## config.mk

```make
export PLATFORM = sky130hd
export DESIGN_NAME = uart_rx
export DESIGN_NICKNAME = d
export VERILOG_FILES = /design/src/rtl/uart_pkg.sv /design/src/rtl/uart_sync.sv /design/src/rtl/uart_rx.sv
export SDC_FILE = /design/constraint.sdc
export NUM_CORES = 1
export LEC_CHECK = 0
export CORE_MARGIN = 3
export CORE_UTILIZATION = 30
export CTS_BUF_LIST = sky130_fd_sc_hd__clkbuf_8 sky130_fd_sc_hd__clkbuf_16
export CTS_CLUSTER_DIAMETER = 30
export DETAILED_ROUTE_END_ITERATION = 10
export DONT_BUFFER_PORTS = 1
export HOLD_SLACK_MARGIN = 0.08
export PLACE_DENSITY = 0.53
export RECOVER_POWER = 50
export SYNTH_ARGS = -nofsm -noshare
export SYNTH_HDL_FRONTEND = slang
export SYNTH_HIERARCHICAL = 1
export SYNTH_SLANG_ARGS = --single-unit
```

## constraint.sdc

```tcl
create_clock -name clk -period 3.1 [get_ports clk]
set_input_delay 0.93 -clock clk [delete_from_list [all_inputs] [get_ports clk]]
set_output_delay 0.93 -clock clk [all_outputs]
set_load 0.005 [all_outputs]
```

## src/rtl/uart_pkg.sv

```systemverilog
// Shared UART definitions: receiver state encoding, data width and baud divisor helper.
package uart_pkg;

    localparam int UART_DATA_BITS = 8;

    typedef enum logic [2:0] {
        ST_IDLE    = 3'd0,
        ST_START   = 3'd1,
        ST_DATA    = 3'd2,
        ST_PARITY  = 3'd3,
        ST_STOP    = 3'd4,
        ST_BREAK   = 3'd5,
        ST_CLEANUP = 3'd6
    } state_t;

    function automatic int clks_per_bit(input int freq, input int baud);
        return freq / baud;
    endfunction

endpackage

```

## src/rtl/uart_sync.sv

```systemverilog
// Two-flop synchroniser for an asynchronous input pin; reset value selects the idle level.
// Latency: 2 cycles. No backpressure.
module uart_sync #(
    parameter logic RESET_VAL = 1'b1
) (
    input  logic clk,
    input  logic reset_n,
    input  logic async_i,
    output logic sync_o
);

    logic meta_q;
    logic sync_q;

    always_ff @(posedge clk or negedge reset_n) begin
        if (!reset_n) begin
            meta_q <= RESET_VAL;
            sync_q <= RESET_VAL;
        end else begin
            meta_q <= async_i;
            sync_q <= meta_q;
        end
    end

    assign sync_o = sync_q;

endmodule

```

## src/rtl/uart_rx.sv

```systemverilog
// uart_rx: UART receiver, 8N1 by default, start+8 data+even parity+stop when UART_RX_PARITY_EN is defined.
// Latency: byte strobed one cycle after the stop-bit centre sample (plus 2-cycle synchroniser skew).
// No backpressure: the consumer must take rx_byte on the rx_dv strobe.
module uart_rx
    import uart_pkg::*;
#(
    parameter int FREQUENCY = 10000000,
    parameter int BAUD_RATE = 9600
) (
    input  logic       clk,
    input  logic       reset_n,
    input  logic       rx_serial,
    output logic       rx_dv,
    output logic [7:0] rx_byte,
    output logic       rx_active,
    output logic       rx_frame_err,
    output logic       rx_parity_err
);

    localparam int CLKS_PER_BIT = clks_per_bit(FREQUENCY, BAUD_RATE);
    localparam int CNT_W        = $clog2(CLKS_PER_BIT);
    localparam int IDX_W        = $clog2(UART_DATA_BITS);

    localparam logic [CNT_W-1:0] CNT_BIT_LAST  = CNT_W'(CLKS_PER_BIT - 1);
    localparam logic [CNT_W-1:0] CNT_HALF_LAST = CNT_W'(CLKS_PER_BIT / 2 - 1);
    localparam logic [IDX_W-1:0] IDX_LAST      = IDX_W'(UART_DATA_BITS - 1);

    logic rx_s;

    uart_sync #(.RESET_VAL(1'b1)) u_sync (
        .clk     (clk),
        .reset_n (reset_n),
        .async_i (rx_serial),
        .sync_o  (rx_s)
    );

    state_t                    state_q,  state_d;
    logic [CNT_W-1:0]          cnt_q,    cnt_d;
    logic [IDX_W-1:0]          idx_q,    idx_d;
    logic [UART_DATA_BITS-1:0] shift_q,  shift_d;
    logic [UART_DATA_BITS-1:0] byte_q,   byte_d;
    logic                      dv_q,     dv_d;
    logic                      active_q, active_d;
    logic                      ferr_q,   ferr_d;
`ifdef UART_RX_PARITY_EN
    logic                      perr_flag_q, perr_flag_d;
    logic                      perr_q,      perr_d;
`endif

    always_comb begin
        state_d  = state_q;
        cnt_d    = cnt_q;
        idx_d    = idx_q;
        shift_d  = shift_q;
        byte_d   = byte_q;
        active_d = active_q;
        dv_d     = 1'b0;
        ferr_d   = 1'b0;
`ifdef UART_RX_PARITY_EN
        perr_flag_d = perr_flag_q;
        perr_d      = 1'b0;
`endif
        case (state_q)
            ST_IDLE: begin
                cnt_d = '0;
                idx_d = '0;
`ifdef UART_RX_PARITY_EN
                perr_flag_d = 1'b0;
`endif
                if (!rx_s) begin
                    state_d  = ST_START;
                    active_d = 1'b1;
                end
            end
            ST_START: begin
                // Re-check the line at mid start bit to reject short glitches.
                if (cnt_q == CNT_HALF_LAST) begin
                    cnt_d = '0;
                    if (!rx_s) begin
                        state_d = ST_DATA;
                    end else begin
                        state_d  = ST_IDLE;
                        active_d = 1'b0;
                    end
                end else begin
                    cnt_d = cnt_q + 1'b1;
                end
            end
            ST_DATA: begin
                if (cnt_q == CNT_BIT_LAST) begin
                    cnt_d          = '0;
                    shift_d[idx_q] = rx_s;
                    if (idx_q == IDX_LAST) begin
                        idx_d = '0;
`ifdef UART_RX_PARITY_EN
                        state_d = ST_PARITY;
`else
                        state_d = ST_STOP;
`endif
                    end else begin
                        idx_d = idx_q + 1'b1;
                    end
                end else begin
                    cnt_d = cnt_q + 1'b1;
                end
            end
`ifdef UART_RX_PARITY_EN
            ST_PARITY: begin
                if (cnt_q == CNT_BIT_LAST) begin
                    cnt_d       = '0;
                    perr_flag_d = (^shift_q) ^ rx_s;
                    state_d     = ST_STOP;
                end else begin
                    cnt_d = cnt_q + 1'b1;
                end
            end
`endif
            ST_STOP: begin
                if (cnt_q == CNT_BIT_LAST) begin
                    cnt_d = '0;
                    if (rx_s) begin
                        state_d = ST_CLEANUP;
`ifdef UART_RX_PARITY_EN
                        if (perr_flag_q) begin
                            perr_d = 1'b1;
                        end else begin
                            byte_d = shift_q;
                            dv_d   = 1'b1;
                        end
`else
                        byte_d = shift_q;
                        dv_d   = 1'b1;
`endif
                    end else begin
                        ferr_d  = 1'b1;
                        state_d = ST_BREAK;
                    end
                end else begin
                    cnt_d = cnt_q + 1'b1;
                end
            end
            ST_BREAK: begin
                // Hold here while the line stays low so a break cannot look like a new start bit.
                if (rx_s) begin
                    state_d  = ST_IDLE;
                    active_d = 1'b0;
                end
            end
            ST_CLEANUP: begin
                active_d = 1'b0;
                state_d  = ST_IDLE;
            end
            default: begin
                state_d  = ST_IDLE;
                active_d = 1'b0;
                cnt_d    = '0;
                idx_d    = '0;
            end
        endcase
    end

    always_ff @(posedge clk or negedge reset_n) begin
        if (!reset_n) begin
            state_q  <= ST_IDLE;
            cnt_q    <= '0;
            idx_q    <= '0;
            shift_q  <= '0;
            byte_q   <= '0;
            dv_q     <= 1'b0;
            active_q <= 1'b0;
            ferr_q   <= 1'b0;
`ifdef UART_RX_PARITY_EN
            perr_flag_q <= 1'b0;
            perr_q      <= 1'b0;
`endif
        end else begin
            state_q  <= state_d;
            cnt_q    <= cnt_d;
            idx_q    <= idx_d;
            shift_q  <= shift_d;
            byte_q   <= byte_d;
            dv_q     <= dv_d;
            active_q <= active_d;
            ferr_q   <= ferr_d;
`ifdef UART_RX_PARITY_EN
            perr_flag_q <= perr_flag_d;
            perr_q      <= perr_d;
`endif
        end
    end

    assign rx_dv        = dv_q;
    assign rx_byte      = byte_q;
    assign rx_active    = active_q;
    assign rx_frame_err = ferr_q;
`ifdef UART_RX_PARITY_EN
    assign rx_parity_err = perr_q;
`else
    assign rx_parity_err = 1'b0;
`endif

endmodule
```

==> out/qor.yml, run 1 <==
outcome:
  status: "finished clean"
grt:
  antenna_found_initial: 0
  grt_pass1_wl_microns: 6730
  grt_pass1_vias: 1362
  grt_max_degree: 39
  grtUsageTotal: 0.113
  grt_remaining_overflow: 0
routing:
  finalWirelength_microns: 3870
  wire_per_inst_microns: 14.7
  drtAntennaViolNets: 0
  routed_via_density: 5.21
  drt_iter0_markers: 137
  drtPass1Iterations: 4
  num_vias: 1369
  drc: 0
synth:
  synth_enable_flop_cells: 0
  synth_top_area_share: 0.457
  synth_nets: 197
  synth_cells: 189
  synth-main-ff-cell: "dfrtp_1"
  yosysTopAreaCell: "dfrtp_1"
  yosysWarnings: 6
  syn_avg_cell_area_sq_um: 10.4
  synth_area_leaders: "dfrtp_1 46%, mux2_2 9.1%, ha_1 3.2%"
  synthDistinctLibCells: 44
  yosysSeqAreaShare: 0.484
  synth_area_sq_um: 1970
  ys_ff_latch: 38
  async_flop_share: 1.00
cts:
  clock_latency_ps: 290
  cts_buffers: 5
  post_cts_buffers: 0
  hold_buffers: 0
  root_buffer: "clkbuf_8"
  cts-resized-gates: 0
  clkTransAtPathRegs_ps: 90
  clock_sinks: 38
  cts_tree: "built"
  ctsLongestPathBuffers: 2
  htreeDepth: 2
power_and_ir_drop:
  p_int_w: 0.000821
  p_sw_frac: 0.190
  clkPwrFrac: 0.504
  switchingPower_w: 0.000192
  ir_drop_mv: 0.215
  p_seq_frac: 0.495
  power_density_nw_per_um2: 469
  p_leak_nw: 0.925
  p_comb_frac: 0.001
critical_path:
  path_max_fanout: 8
  r2r_cells: 5
  worstSetupStartpoint: "cnt_q[5]"
  critical_path_class: "reg -> reg"
  timing.rr.start: "cnt_q[5]"
  cp.required_ps: 3260
  cp.arrival_ps: 2610
  crit_path_start_kind: "flip-flop"
  cp-end-kind: "flip-flop"
cells_and_area:
  fill_cells: 624
  multiInputGateArea_sq_um: 940
  final_cell_mix: "36 x dfrtp_1, 16 x mux2_2, 13 x nor2_1, 13 x nand2_1, 10 x o21ai_0"
  finalNonFillerCells: 263
  layout-drive-gt1-share: 0.186
  register_area_sq_um: 953
  final_common_cell: "dfrtp_1"
  finalInstanceArea_sq_um: 2160
  n_antenna_cell: 0
  layout-area-overhead-vs-synth_pct: 9.45
  final_nets: 195
placed_design:
  gp_congestion: 0.779
  dpl_worst_slack_ps: 655
  dp_hpwl_microns: 2560
  place_inst: 255
  io_buffers: 0
  post_dp_cell_area_sq_um: 2020
floorplan:
  die_h_microns: 87.1
  std_cell_rows: 28
  die_w_microns: 87.1
  ioPinCount: 15
  start_util: 0.322
  dieArea_sq_um: 7580
  coreArea_sq_um: 6130
timing:
  setup_ws_ps: 651
  finalSetupTns_ps: 0
  finalMaxSlewViolations: 0
  rsz0062_at_grt: "false"
  relSlewSlack: 0.568
  setup_viol: 0
  clock_skew_ps: 13.0
  period_share: 0.790
  min_period_ps: 2450
  worst_pin_slew_ps: 647
  hold_violations: 0
  fmax_mhz: 408
worst_hold_path:
  hold_path.class: "in -> async"
run:
  drv_cap: 0
-- stage by stage --
| stage | total power [W] | hold WS [ps] | util |
|---|---|---|---|
| 5_1_grt | 0.00105 | 301 | 0.352 |
| 3_5_place_dp | 0.000512 | 348 | 0.330 |
| 6_report | 0.00101 | 323 | 0.352 |
| 4_1_cts | 0.00103 | 305 | 0.352 |
| 3_3_place_gp | 0.000513 | 351 | 0.330 |
| 2_1_floorplan | 0.000512 | 345 | - |
-- registers in the layout (all words and copies together), names as in the netlist --
signal	count
u_sync/meta_q	1
shift_q	8
rx_dv	1
cnt_q	11
state_q	3
rx_frame_err	1
rx_byte	8
rx_active	1
u_sync/sync_o	1
idx_q	3
-- worst max-delay path: stages, from the launching register on --
cell,delay [ps]
dfrtp_1,430
or4_4,580
nor4_1,560
o21ai_1,300
nand2_1,300
o311ai_0,150
-- final cells by class --
| type | count | share of cell area |
|---|---|---|
| clock buffer | 5 | 0.0319 |
| tap | 75 | 0.0435 |
| clock inverter | 3 | 0.0319 |
| inverter | 5 | 0.00870 |
| timing repair buffer | 2 | 0.00696 |
| multi-input combinational | 135 | 0.435 |
| sequential | 38 | 0.442 |
-- Yosys cell counts, types with 2 or more instances --
master / count
ha_1: 5
clkbuf_1: 7
mux2_2: 16
dfstp_2: 2
or4_4: 2
a31oi_1: 6
inv_1: 5
nor3b_1: 2
xor2_1: 3
xnor2_1: 3
nor4_1: 4
nor2b_1: 4
nand4_1: 3
and4_1: 2
and2_0: 2
nand2b_1: 5
o22ai_1: 2
nor2_1: 13
nand4b_1: 3
buf_6: 2
or3b_2: 2
nor3_1: 3
nand2_1: 13
dfrtp_1: 36
a21oi_1: 9
and3_1: 2
o21ai_0: 10
a22oi_1: 2
nand3_1: 6
-- power by group through the flow --
stage	combinational (W)	sequential, W	clock (W)
after global routing	0.00000142	0.000502	0.000545
after global placement	0.00000132	0.000511	0
after detailed placement	0.00000127	0.000511	0
after CTS	0.00000127	0.000501	0.000528
final	0.00000129	0.000501	0.000510
after floorplan	0.00000340	0.000509	0
-- final timing paths --
kind / end / slack [ps]
setup / recovery: cnt_q[2] / 650
hold / removal: rx_byte[7] / 320
setup reg to reg: cnt_q[2] / 650
hold reg to reg: u_sync/sync_o / 360
max in group asynchronous: u_sync/meta_q / 2570
min in group clk: u_sync/sync_o / 360
-- layer usage --
metal / GRT usage / share of wire / up-vias
li1: - / - / 673
met1: 0.162 / 0.51 / 668
met4: 0.0510 / 0.014 / 0
met2: 0.159 / 0.44 / 24
met5: 0 / 0 / -
met3: 0.0293 / 0.040 / 4
-- kinds of logic after synthesis --
group	after synthesis	synth area share
fa+ha+maj	5	0.0317
xor+xnor	6	0.0267
flops	38	0.484
other cells	1	0.00190
compound gates	37	0.117
simple gates	70	0.208
mux	16	0.0914
buf+inv	16	0.0400
Note: power is estimated with default switching activity, not from simulation.
==> run 2, diff against run 1 <==
Settings changed: PLACE_DENSITY 0.53 to 0.54.
Clock period 3.1 ns to 2 ns, I/O delays scaled along.
==> out/qor.yml, run 2 (same netlist as run 1, synthesis figures left out) <==
timing:
  finalMaxSlewViolations: 0
  period_share: 1.06
  setup_ws_ps: -121
  min_period_ps: 2120
  fmax_mhz: 472
  clock_skew_ps: 5.81
  rsz0062_at_grt: "true"
  relSlewSlack: 0.376
  setup_viol: 24
  hold_violations: 0
  whs_ps: 141
  worst_pin_slew_ps: 935
cells_and_area:
  final_cell_mix: "36 x dfrtp_1, 23 x buf_4, 10 x nor2_1, 10 x nand2_1, 10 x mux2_2"
  finalNonFillerCells: 290
  largest_register: "cnt_q"
  largest_reg_flops: 11
  layout-drive-gt1-share: 0.377
  utilization: 0.418
  final_nets: 222
  layout-area-overhead-vs-synth_pct: 29.8
  n_antenna_cell: 0
  final_common_cell: "dfrtp_1"
placed_design:
  dp_hpwl_microns: 2850
  gp_congestion: 0.837
  io_buffers: 0
  place_inst: 279
  dpl_worst_slack_ps: -129
floorplan:
  ioPinCount: 15
  coreArea_sq_um: 6130
  dieArea_sq_um: 7580
  start_util: 0.322
  std_cell_rows: 28
  die_h_microns: 87.1
  die_w_microns: 87.1
routing:
  drt_iter0_markers: 59
  routed_via_density: 5.20
  wl_met3_microns: 126
  drtAntennaViolNets: 0
  num_vias: 1508
  wl_met1_microns: 2070
  wl_met2_microns: 2080
  top_layer: "met4"
  drtPass1Iterations: 4
  drc: 0
  wire_per_inst_microns: 14.9
  finalWirelength_microns: 4310
power_and_ir_drop:
  p_sw_frac: 0.201
  p_leak_nw: 1.11
  power_density_nw_per_um2: 623
  finalPower_w: 0.00159
  p_seq_frac: 0.488
  switchingPower_w: 0.000321
  clkPwrFrac: 0.501
  ir_drop_mv: 0.267
  p_int_w: 0.00127
  p_comb_frac: 0.011
critical_path:
  cp.required_ps: 2190
  cp.arrival_ps: 2310
  critical_path_class: "reg -> reg"
  timing.rr.start: "cnt_q[8]"
  worstSetupStartpoint: "cnt_q[8]"
  crit_path_start_kind: "flip-flop"
  crit_end: "shift_q[4]"
  reg2reg_slack_ps: -120
  cp-end-kind: "flip-flop"
  r2r_cells: 5
  r2r-end: "shift_q[4]"
  path_max_fanout: 9
grt:
  grt_max_degree: 37
  grt_pass1_vias: 1544
  grtUsageTotal: 0.121
  grt_pass1_wl_microns: 7270
  antenna_found_initial: 0
  grt_remaining_overflow: 0
cts:
  clock_latency_ps: 300
  clock_sinks: 38
  root_buffer: "clkbuf_8"
  cts_buffers: 5
  ctsLongestPathBuffers: 2
  clkTransAtPathRegs_ps: 80
  cts_tree: "built"
  htreeDepth: 2
run:
  drv_cap: 0
outcome:
  status: "finished, violations left"
  violations: "negative setup slack"
worst_hold_path:
  hold_path.class: "in -> async"
==> run 2: layout make-up <==
type,instances,area (sq um)
clock buffer,5,68.8
clock inverter,3,68.8
fill,588,3570
inverter,5,18.8
multi-input combinational,135,1110
sequential,38,953
tap,75,93.8
timing repair buffer,29,243
==> run 2: what timing repair did <==
action                                 4_1_cts  5_1_grt
setup endpoints to repair                   30       34
gates resized for setup                     13       27
endpoints found under the hold margin       36        0
pin swaps                                    3        9
buffers inserted                             1        1
hold buffers                                 1        0
==> run 2: worst min-delay path by stage <==
stage,endpoint,slack (ps)
global route,u_sync/sync_o,120
detailed placement,rx_byte[6],310
CTS,u_sync/sync_o,130
global placement,rx_byte[6],310
finish,u_sync/meta_q,140
floorplan,cnt_q[0],300
==> run 2: routing by layer <==
| metal | track usage | vias to the layer above |
|---|---|---|
| met2 | 0.195 | 21 |
| li1 | - | 730 |
| met4 | 0.0340 | 0 |
| met1 | 0.162 | 752 |
| met5 | 0 | - |
| met3 | 0.0293 | 5 |
==> run 2: power groups by stage <==
stage	registers (W)	clock network [W]	logic, W
4_1_cts	0.000777	0.000816	0.0000217
6_report	0.000778	0.000799	0.0000172
2_1_floorplan	0.000789	0	0.00000541
5_1_grt	0.000779	0.000842	0.0000205
3_3_place_gp	0.000792	0	0.00000201
3_5_place_dp	0.000792	0	0.00000206
==> run 2: worst max-delay path, cell delays in order, from the launching register on <==
cell	delay, ps
dfrtp_1	380
or4_4	560
or4_4	480
buf_12	170
nor3_4	110
mux2_4	310
==> run 2: metrics by stage <==
stage	TNS, ps	area, sq um
after floorplan	-221	2010
after global placement	-1660	2250
after detailed placement	-2180	2250
after CTS	-1150	2470
after global routing	-3740	2560
final	-1140	2560
==> run 3, diff against run 2 <==
Settings changed: PLACE_DENSITY 0.54 to 0.5.
==> out/qor.yml, run 3 (same netlist as run 1, synthesis figures left out) <==
outcome:
  status: "finished, violations left"
  violations: "negative setup slack"
cells_and_area:
  finalInstanceArea_sq_um: 2560
  layout-area-overhead-vs-synth_pct: 29.9
  multiInputGateArea_sq_um: 1110
  final_common_cell: "dfrtp_1"
  layout-drive-gt1-share: 0.398
  final_cell_mix: "36 x dfrtp_1, 24 x buf_4, 11 x nand2_1, 11 x mux2_2, 10 x nor2_1"
  finalNonFillerCells: 291
  fill_cells: 586
  largest_reg_flops: 11
  final_nets: 223
  n_antenna_cell: 0
  largest_register: "cnt_q"
  register_area_sq_um: 953
timing:
  worst_pin_slew_ps: 921
  setup_ws_ps: -124
  whs_ps: 142
  setup_viol: 22
  relSlewSlack: 0.386
  fmax_mhz: 471
  period_share: 1.06
  hold_violations: 0
  finalMaxSlewViolations: 0
  clock_skew_ps: 7.93
  rsz0062_at_grt: "true"
  min_period_ps: 2120
cts:
  clock_latency_ps: 290
  clock_sinks: 38
  clkTransAtPathRegs_ps: 80
  cts_tree: "built"
  htreeDepth: 2
  cts_buffers: 5
  ctsLongestPathBuffers: 2
  root_buffer: "clkbuf_8"
power_and_ir_drop:
  ir_drop_mv: 0.472
  switchingPower_w: 0.000309
  power_density_nw_per_um2: 618
  p_int_w: 0.00127
  clkPwrFrac: 0.498
  p_comb_frac: 0.011
  p_leak_nw: 1.09
  p_seq_frac: 0.492
  p_sw_frac: 0.195
  finalPower_w: 0.00158
routing:
  drc: 0
  drtAntennaViolNets: 0
  routed_via_density: 5.09
  drtPass1Iterations: 4
  finalWirelength_microns: 4230
  num_vias: 1482
  wire_per_inst_microns: 14.5
  drt_iter0_markers: 64
placed_design:
  post_dp_cell_area_sq_um: 2250
  io_buffers: 0
  gp_congestion: 0.776
  dp_hpwl_microns: 2860
  dpl_worst_slack_ps: -145
  place_inst: 279
grt:
  grt_pass1_vias: 1508
  grt_pass1_wl_microns: 7160
  antenna_found_initial: 0
  grtUsageTotal: 0.123
  grt_remaining_overflow: 0
  grt_max_degree: 37
floorplan:
  start_util: 0.322
  coreArea_sq_um: 6130
  std_cell_rows: 28
  dieArea_sq_um: 7580
  die_w_microns: 87.1
  ioPinCount: 15
  die_h_microns: 87.1
critical_path:
  r2r_cells: 5
  cp.required_ps: 2190
  critical_path_class: "reg -> reg"
  crit_path_start_kind: "flip-flop"
  cp.arrival_ps: 2310
  cp-end-kind: "flip-flop"
  path_max_fanout: 8
worst_hold_path:
  hold_path.class: "in -> async"
run:
  drv_cap: 0
run 3: cell count changes in the layout (fill, tap and decap cells not counted), moves of 2 or more:
cell / delta
o21ai_1: -2
nor4_4: -2
a21oi_1: -3
a21oi_2: +3
nor4_2: +3
run 3: final timing paths:
path,slack (ps),from,to
worst max-delay path,-120,cnt_q[8],shift_q[6]
worst min-delay path,140,reset_n,u_sync/sync_o
worst max register to register,-120,cnt_q[8],shift_q[6]
worst min register to register,360,u_sync/meta_q,u_sync/sync_o
max in group asynchronous,1000,reset_n,cnt_q[6]
min in group clk,300,rx_serial,u_sync/meta_q
run 3: what timing repair did:
action / in CTS / in global routing
resized for setup: 25 / 13
hold buffers: 1 / 0
setup buffers: 2 / 1
pin swaps: 7 / 5
hold endpoints to repair: 36 / 0
setup endpoints to repair: 31 / 34
run 3: stage by stage:
stage | utilization | setup TNS, ps
2_1_floorplan | - | -221
3_3_place_gp | 0.367 | -1840
3_5_place_dp | 0.367 | -2560
4_1_cts | 0.410 | -1530
5_1_grt | 0.418 | -4180
6_report | 0.418 | -1200
run 3: power groups by stage:
stage | clock (W) | sequential, W | combinational [W]
2_1_floorplan | 0 | 0.000789 | 0.00000541
3_3_place_gp | 0 | 0.000792 | 0.00000204
3_5_place_dp | 0 | 0.000792 | 0.00000202
4_1_cts | 0.000814 | 0.000778 | 0.0000217
5_1_grt | 0.000839 | 0.000779 | 0.0000201
6_report | 0.000788 | 0.000778 | 0.0000170
run 3: final cells by class:
cell class,count,share of cell area
multi-input cells,135,0.432
flip-flops and latches,38,0.372
repair buffers,30,0.0977
well taps,75,0.0366
clock buffers,5,0.0269
clock inverters,3,0.0269
inverters,5,0.00733
run 3: critical path, cell delays in order, from the launching register on:
cell and delay (ps):
dfrtp_1 380, or4_4 560, or4_4 480, buf_12 170
nor3_4 110, mux2_4 310
run 3: routing by layer:
| metal | wire, microns | GRT usage | share of wire |
|---|---|---|---|
| met1 | 2040 | 0.159 | 0.48 |
| met2 | 1970 | 0.193 | 0.47 |
| met4 | 63 | 0.0482 | 0.015 |
| met5 | 0 | 0 | 0 |
| met3 | 157 | 0.0350 | 0.037 |
